===== src/rtl/renkon_pkg.sv =====
// Renkon shared types: layer descriptor, sequencer states
// and the field widths the core expects.
package renkon_pkg;

    localparam int IMGSIZE        = 16;
    localparam int LWIDTH         = 8;
    localparam int RENKON_NETSIZE = 12;

    typedef struct packed {
        logic [IMGSIZE-1:0]        in_offset;
        logic [IMGSIZE-1:0]        out_offset;
        logic [RENKON_NETSIZE-1:0] net_offset;
        logic [LWIDTH-1:0]         total_out;
        logic [LWIDTH-1:0]         total_in;
        logic [LWIDTH-1:0]         img_size;
        logic [LWIDTH-1:0]         fil_size;
    } layer_desc_t;

    typedef enum logic [2:0] {
        S_IDLE,
        S_LOAD,
        S_ISSUE,
        S_WAIT_LOW,
        S_WAIT_HIGH,
        S_NEXT
    } seq_state_t;

endpackage


===== src/rtl/renkon_desc_ram.sv =====
// Descriptor table: one write port, one registered read port.
// The read register doubles as the parameter holding register.
module renkon_desc_ram
    import renkon_pkg::*;
#(
    parameter int DEPTH = 16,
    localparam int AW = $clog2(DEPTH)
) (
    input  logic          clk,
    input  logic          xrst,
    input  logic          i_we,
    input  logic [AW-1:0] i_waddr,
    input  layer_desc_t   i_wdata,
    input  logic          i_re,
    input  logic [AW-1:0] i_raddr,
    output layer_desc_t   o_rdata
);

    layer_desc_t r_mem [DEPTH];
    layer_desc_t r_q;

    always_ff @(posedge clk) begin
        if (i_we) begin
            r_mem[i_waddr] <= i_wdata;
        end
    end

    always_ff @(posedge clk) begin
        if (!xrst) begin
            r_q <= '0;
        end else if (i_re) begin
            r_q <= r_mem[i_raddr];
        end
    end

    assign o_rdata = r_q;

endmodule


===== src/rtl/renkon_layer_seq.sv =====
// Layer sequencer: walks the descriptor table and hands one
// layer at a time to the core over the req/ack handshake.
module renkon_layer_seq
    import renkon_pkg::*;
#(
    parameter int LAYER_MAX   = 16,
    parameter int ACK_TIMEOUT = 4,
    localparam int AW = $clog2(LAYER_MAX),
    localparam int CW = AW + 1,
    localparam int TW = $clog2(ACK_TIMEOUT + 1)
) (
    input  logic                      clk,
    input  logic                      xrst,
    input  logic                      desc_we,
    input  logic [AW-1:0]             desc_addr,
    input  layer_desc_t               desc_wdata,
    input  logic                      run,
    input  logic [CW-1:0]             layer_count,
    input  logic                      halt,
    input  logic                      ack,
    output logic                      req,
    output logic [IMGSIZE-1:0]        in_offset,
    output logic [IMGSIZE-1:0]        out_offset,
    output logic [RENKON_NETSIZE-1:0] net_offset,
    output logic [LWIDTH-1:0]         total_out,
    output logic [LWIDTH-1:0]         total_in,
    output logic [LWIDTH-1:0]         img_size,
    output logic [LWIDTH-1:0]         fil_size,
    output logic                      busy,
    output logic                      done,
    output logic                      err,
    output logic [AW-1:0]             cur_layer
);

    seq_state_t    r_state;
    seq_state_t    w_next;
    logic [CW-1:0] r_count;
    logic [AW-1:0] r_cur;
    logic [TW-1:0] r_tmo;
    logic          r_halt;
    logic          r_err;
    logic          r_done;
    logic          w_start;
    logic          w_zero;
    logic          w_last;
    logic          w_stop;
    logic          w_tmo_hit;
    logic          w_rd_en;
    layer_desc_t   w_rdata;

    assign w_start   = run && ack && (layer_count != '0);
    assign w_zero    = run && ack && (layer_count == '0);
    assign w_last    = (({1'b0, r_cur} + CW'(1)) == r_count);
    assign w_stop    = w_last || r_halt || halt;
    assign w_tmo_hit = ack && (r_tmo == TW'(ACK_TIMEOUT - 1));

    always_ff @(posedge clk) begin
        if (!xrst) begin
            r_state <= S_IDLE;
        end else begin
            r_state <= w_next;
        end
    end

    always_comb begin
        w_next = r_state;
        unique case (r_state)
            S_IDLE:      if (w_start) w_next = S_LOAD;
            S_LOAD:      w_next = S_ISSUE;
            S_ISSUE:     w_next = S_WAIT_LOW;
            S_WAIT_LOW: begin
                if (!ack) begin
                    w_next = S_WAIT_HIGH;
                end else if (w_tmo_hit) begin
                    w_next = S_IDLE;
                end
            end
            S_WAIT_HIGH: if (ack) w_next = S_NEXT;
            S_NEXT:      w_next = w_stop ? S_IDLE : S_LOAD;
            default:     w_next = S_IDLE;
        endcase
    end

    // req is gated by reset so a reset landing on S_ISSUE never leaks a pulse
    always_comb begin
        req     = 1'b0;
        busy    = 1'b1;
        w_rd_en = 1'b0;
        unique case (r_state)
            S_IDLE:  busy = 1'b0;
            S_LOAD:  w_rd_en = 1'b1;
            S_ISSUE: req = xrst;
            default: ;
        endcase
    end

    always_ff @(posedge clk) begin
        if (!xrst) begin
            r_count <= '0;
            r_cur   <= '0;
            r_tmo   <= '0;
            r_halt  <= 1'b0;
            r_err   <= 1'b0;
            r_done  <= 1'b0;
        end else begin
            r_done <= 1'b0;
            if (halt && r_state != S_IDLE && r_state != S_NEXT) begin
                r_halt <= 1'b1;
            end
            unique case (r_state)
                S_IDLE: begin
                    if (w_start) begin
                        r_count <= layer_count;
                        r_cur   <= '0;
                        r_err   <= 1'b0;
                        r_halt  <= 1'b0;
                    end
                    r_done <= w_zero;
                end
                S_ISSUE: r_tmo <= '0;
                S_WAIT_LOW: begin
                    if (w_tmo_hit) begin
                        r_err  <= 1'b1;
                        r_done <= 1'b1;
                    end else if (ack) begin
                        r_tmo <= r_tmo + TW'(1);
                    end
                end
                S_NEXT: begin
                    if (w_stop) begin
                        r_done <= 1'b1;
                        r_halt <= 1'b0;
                    end else begin
                        r_cur <= r_cur + AW'(1);
                    end
                end
                default: ;
            endcase
        end
    end

    renkon_desc_ram #(
        .DEPTH (LAYER_MAX)
    ) u_ram (
        .clk     (clk),
        .xrst    (xrst),
        .i_we    (desc_we && !busy),
        .i_waddr (desc_addr),
        .i_wdata (desc_wdata),
        .i_re    (w_rd_en),
        .i_raddr (r_cur),
        .o_rdata (w_rdata)
    );

    assign in_offset  = w_rdata.in_offset;
    assign out_offset = w_rdata.out_offset;
    assign net_offset = w_rdata.net_offset;
    assign total_out  = w_rdata.total_out;
    assign total_in   = w_rdata.total_in;
    assign img_size   = w_rdata.img_size;
    assign fil_size   = w_rdata.fil_size;
    assign err        = r_err;
    assign done       = r_done;
    assign cur_layer  = r_cur;

endmodule


===== config.mk =====
export PLATFORM = sky130hd
export DESIGN_NAME = renkon_layer_seq
export DESIGN_NICKNAME = d
export VERILOG_FILES = /design/src/rtl/renkon_pkg.sv /design/src/rtl/renkon_desc_ram.sv /design/src/rtl/renkon_layer_seq.sv
export SDC_FILE = /design/constraint.sdc
export NUM_CORES = 1
export LEC_CHECK = 0
export BUFFER_PORTS_ARGS = -buffer_cell sky130_fd_sc_hd__clkbuf_2
export CAP_MARGIN = 20
export CORE_ASPECT_RATIO = 1.5
export CORE_MARGIN = 3
export CORE_UTILIZATION = 60
export DETAILED_ROUTE_END_ITERATION = 6
export PLACE_DENSITY = 0.88
export SLEW_MARGIN = 20
export SYNTH_ARGS = -nofsm -noshare
export SYNTH_HDL_FRONTEND = slang
export SYNTH_HIERARCHICAL = 1
export SYNTH_SLANG_ARGS = --single-unit

===== constraint.sdc =====
create_clock -name clk -period 11.1 [get_ports clk]
set_clock_uncertainty 0.1 [all_clocks]
set_input_delay 2.22 -clock clk [delete_from_list [all_inputs] [get_ports clk]]
set_output_delay 2.22 -clock clk [all_outputs]
set_load 0.02 [all_outputs]

==> out/metrics.cfg <==
[setup_path]
arrival_ps=3010
r2r_end=u_ram/o_rdata[28]$_SDFFE_PN0P_
critPathCapture=req
cp-start-kind=input port
ff2ff_path_depth=7
crit_path_start=xrst
cp_max_fo=21
end_kind=primary output
worstSetupPathType=input port to primary output
required_ps=8780
worst-r2r-setup-slack_ps=6460
regToRegStartpoint=cur_layer[2]$_SDFFE_PN0P_

[clock_network]
cts-root-buf=clkbuf_16
numCtsBuffers=108
clkLatencyLatePin_ps=710
htreeDepth=3
hold_buffers=0
cts_tree=done
cts.path.max_buffers=3
post_cts_resize_count=0
clk_pin_slew_ps=60
post_cts_buffers=0
clock_sinks=1310

[die]
die_area_mm2=0.0874
start_util_pct=60.7
coreArea_mm2=0.0828
die_w_um=242
die_h_um=361
num_rows=129
ios=175

[power_and_ir_drop]
p_per_area_mw_per_mm2=171
p_sw_uw=1960
combinationalPowerShare_pct=2.8
cell_internal_pwr_uw=7540
swShare_pct=20.7
power.total_uw=9500
seqPwrFrac_pct=58.0
p_leak_uw=0.0174
clkPwrFrac_pct=39.2
ir_drop_uv=134

[routing]
dr.pass1.iters=7
drt_iter0_markers=2922
drt_wl_total_mm=115
ant_nets=0
drcViolationCount=0
post_drt_wl_per_cell_um=26.5
viasPerCell=6.38
dr_total_vias=27700

[timing]
max_slew.worst_pin.slew_ps=1180
fin_crit_ps=5330
hold_viol_final=0
relSlewSlack_pct=21.6
max_freq_mhz=188
drv_slew=0
fin_setup_tns_ps=0
whs_ps=356
finalSetupViolCount=0
rsz0062_at_grt=no
period_share_pct=48.0

[grt]
grt_pass1_wl_mm=173
overflow=0
grt_pass1_vias=29100
antenna_found_initial=5
grt_use_total_pct=26.1
grt_max_degree=153

[synthesis]
syn-num-nets=3071
ys_warn_count=6
yosysSeqAreaShare_pct=76.4
synth_edf_count=1216
netlist_area_mm2=0.0503
yosysTopAreaCellShare_pct=72.6
ys.flop_type=edfxtp_1
synthCells=2977
ys_async_sr_fraction_pct=0
yosysTopAreaCell=edfxtp_1
syn_area_per_cell_um2=16.9
synthTopCellsByArea=edfxtp_1 (73%), mux2i_1 (12%), dfxtp_1 (3.7%), a22oi_1 (2.4%), nand3_1 (2.3%)
synthDistinctLibCells=50
synth_seq_cells=1310

[cells_and_area]
layout_commonest_cell=edfxtp_1
syn_to_final_growth_pct=10.3
final_cell_mix=edfxtp_1 (1216), mux2i_1 (610), nand2_1 (242)
num-nets-final=3230
utilization_pct=67.0
instances_no_fill=4347
drive_gt1_share_pct=12.4

[job]
max_cap_viol_count=0

[place]
place.gp.congestion=0.758
dp.cells=4138
port_buffers=174
dpl.hpwl_mm=57.9

[status]
outcome=complete, no violations

[min_path]
hold_path.class=flop to flop

[sequential cells by signal (all words and copies together) (netlist names)]
signal,count
done,1
r_state,3
u_ram/r_mem,1216
r_halt,1
r_tmo,3
r_count,5
err,1
cur_layer,4
u_ram/o_rdata,76
[cells in the mapped netlist (all sizes together) (2+ instances only)]
cell / instances
edfxtp: 1216
mux2i: 610
nand2: 242
nand3: 236
a22oi: 158
a21oi: 156
buf: 116
dfxtp: 94
clkbuf: 49
nor2: 19
nor2b: 12
nor3: 7
inv: 6
o21ai: 6
and2: 5
nand2b: 4
nand3b: 4
ha: 3
or2: 3
or4: 3
xnor2: 3
xor2: 3
a2bb2oi: 2
and3b: 2
nor3b: 2
o211ai: 2
o31a: 2
[area by class of cell]
| cell class | count | area, um^2 |
|---|---|---|
| clock buffer | 153 | 2970 |
| inverter | 6 | 22.5 |
| timing repair buffer | 214 | 1230 |
| tap | 1113 | 1390 |
| antenna | 3 | 7.51 |
| clock inverter | 52 | 485 |
| fill | 4963 | 27300 |
| sequential | 1310 | 38400 |
| multi-input combinational | 1496 | 11000 |
[worst max-delay path: stages]
cell,delay [ps]
clkbuf_2,320
nor3b_1,250
clkbuf_2,210
[worst min path at each step]
stage	from	end	slack, ps	depth (start not counted)
after floorplan	r_halt$_SDFF_PN0_	r_halt$_SDFF_PN0_	330	2
after global placement	u_ram/o_rdata[43]$_SDFFE_PN0P_	u_ram/o_rdata[43]$_SDFFE_PN0P_	340	2
after detailed placement	u_ram/o_rdata[11]$_SDFFE_PN0P_	u_ram/o_rdata[11]$_SDFFE_PN0P_	340	2
after CTS	u_ram/o_rdata[11]$_SDFFE_PN0P_	u_ram/o_rdata[11]$_SDFFE_PN0P_	360	2
after global routing	u_ram/o_rdata[13]$_SDFFE_PN0P_	u_ram/o_rdata[13]$_SDFFE_PN0P_	390	2
final	u_ram/o_rdata[11]$_SDFFE_PN0P_	u_ram/o_rdata[11]$_SDFFE_PN0P_	360	2
[routing by layer]
metal  wire length (um)  GRT usage (%)
met4               4590           12.6
met3              10300           4.94
met2              59900           45.7
met1              40500           31.4
met5                 13              0
[metrics by stage]
| stage | worst slack [ps] | cell area, um^2 |
|---|---|---|
| after CTS | 5760 | 55400 |
| final | 5770 | 55500 |
| after detailed placement | 5770 | 52000 |
| after global routing | 5710 | 55500 |
| after global placement | 5810 | 52000 |
| after floorplan | 2370 | 50300 |
[cell families (layout without fill, tap and decap cells)]
family | Yosys count | count (layout) | synth area share (%)
buf+inv | 171 | 425 | 2.13
simple gates | 543 | 543 | 4.92
other cells | 0 | 3 | 0
compound gates | 334 | 334 | 4.26
fa+ha+maj | 3 | 3 | 0.0747
xor+xnor | 6 | 6 | 0.105
mux | 610 | 610 | 12.1
flops | 1310 | 1310 | 76.4
[power by group through the flow]
| stage | Combinational, uW | Clock [uW] | Sequential (uW) |
|---|---|---|---|
| floorplan | 91.2 | 0 | 5630 |
| global placement | 248 | 0 | 5610 |
| detailed placement | 261 | 0 | 5610 |
| CTS | 265 | 3760 | 5510 |
| global route | 287 | 3950 | 5510 |
| finish | 266 | 3730 | 5510 |
Power figures use the tool's default switching activity.
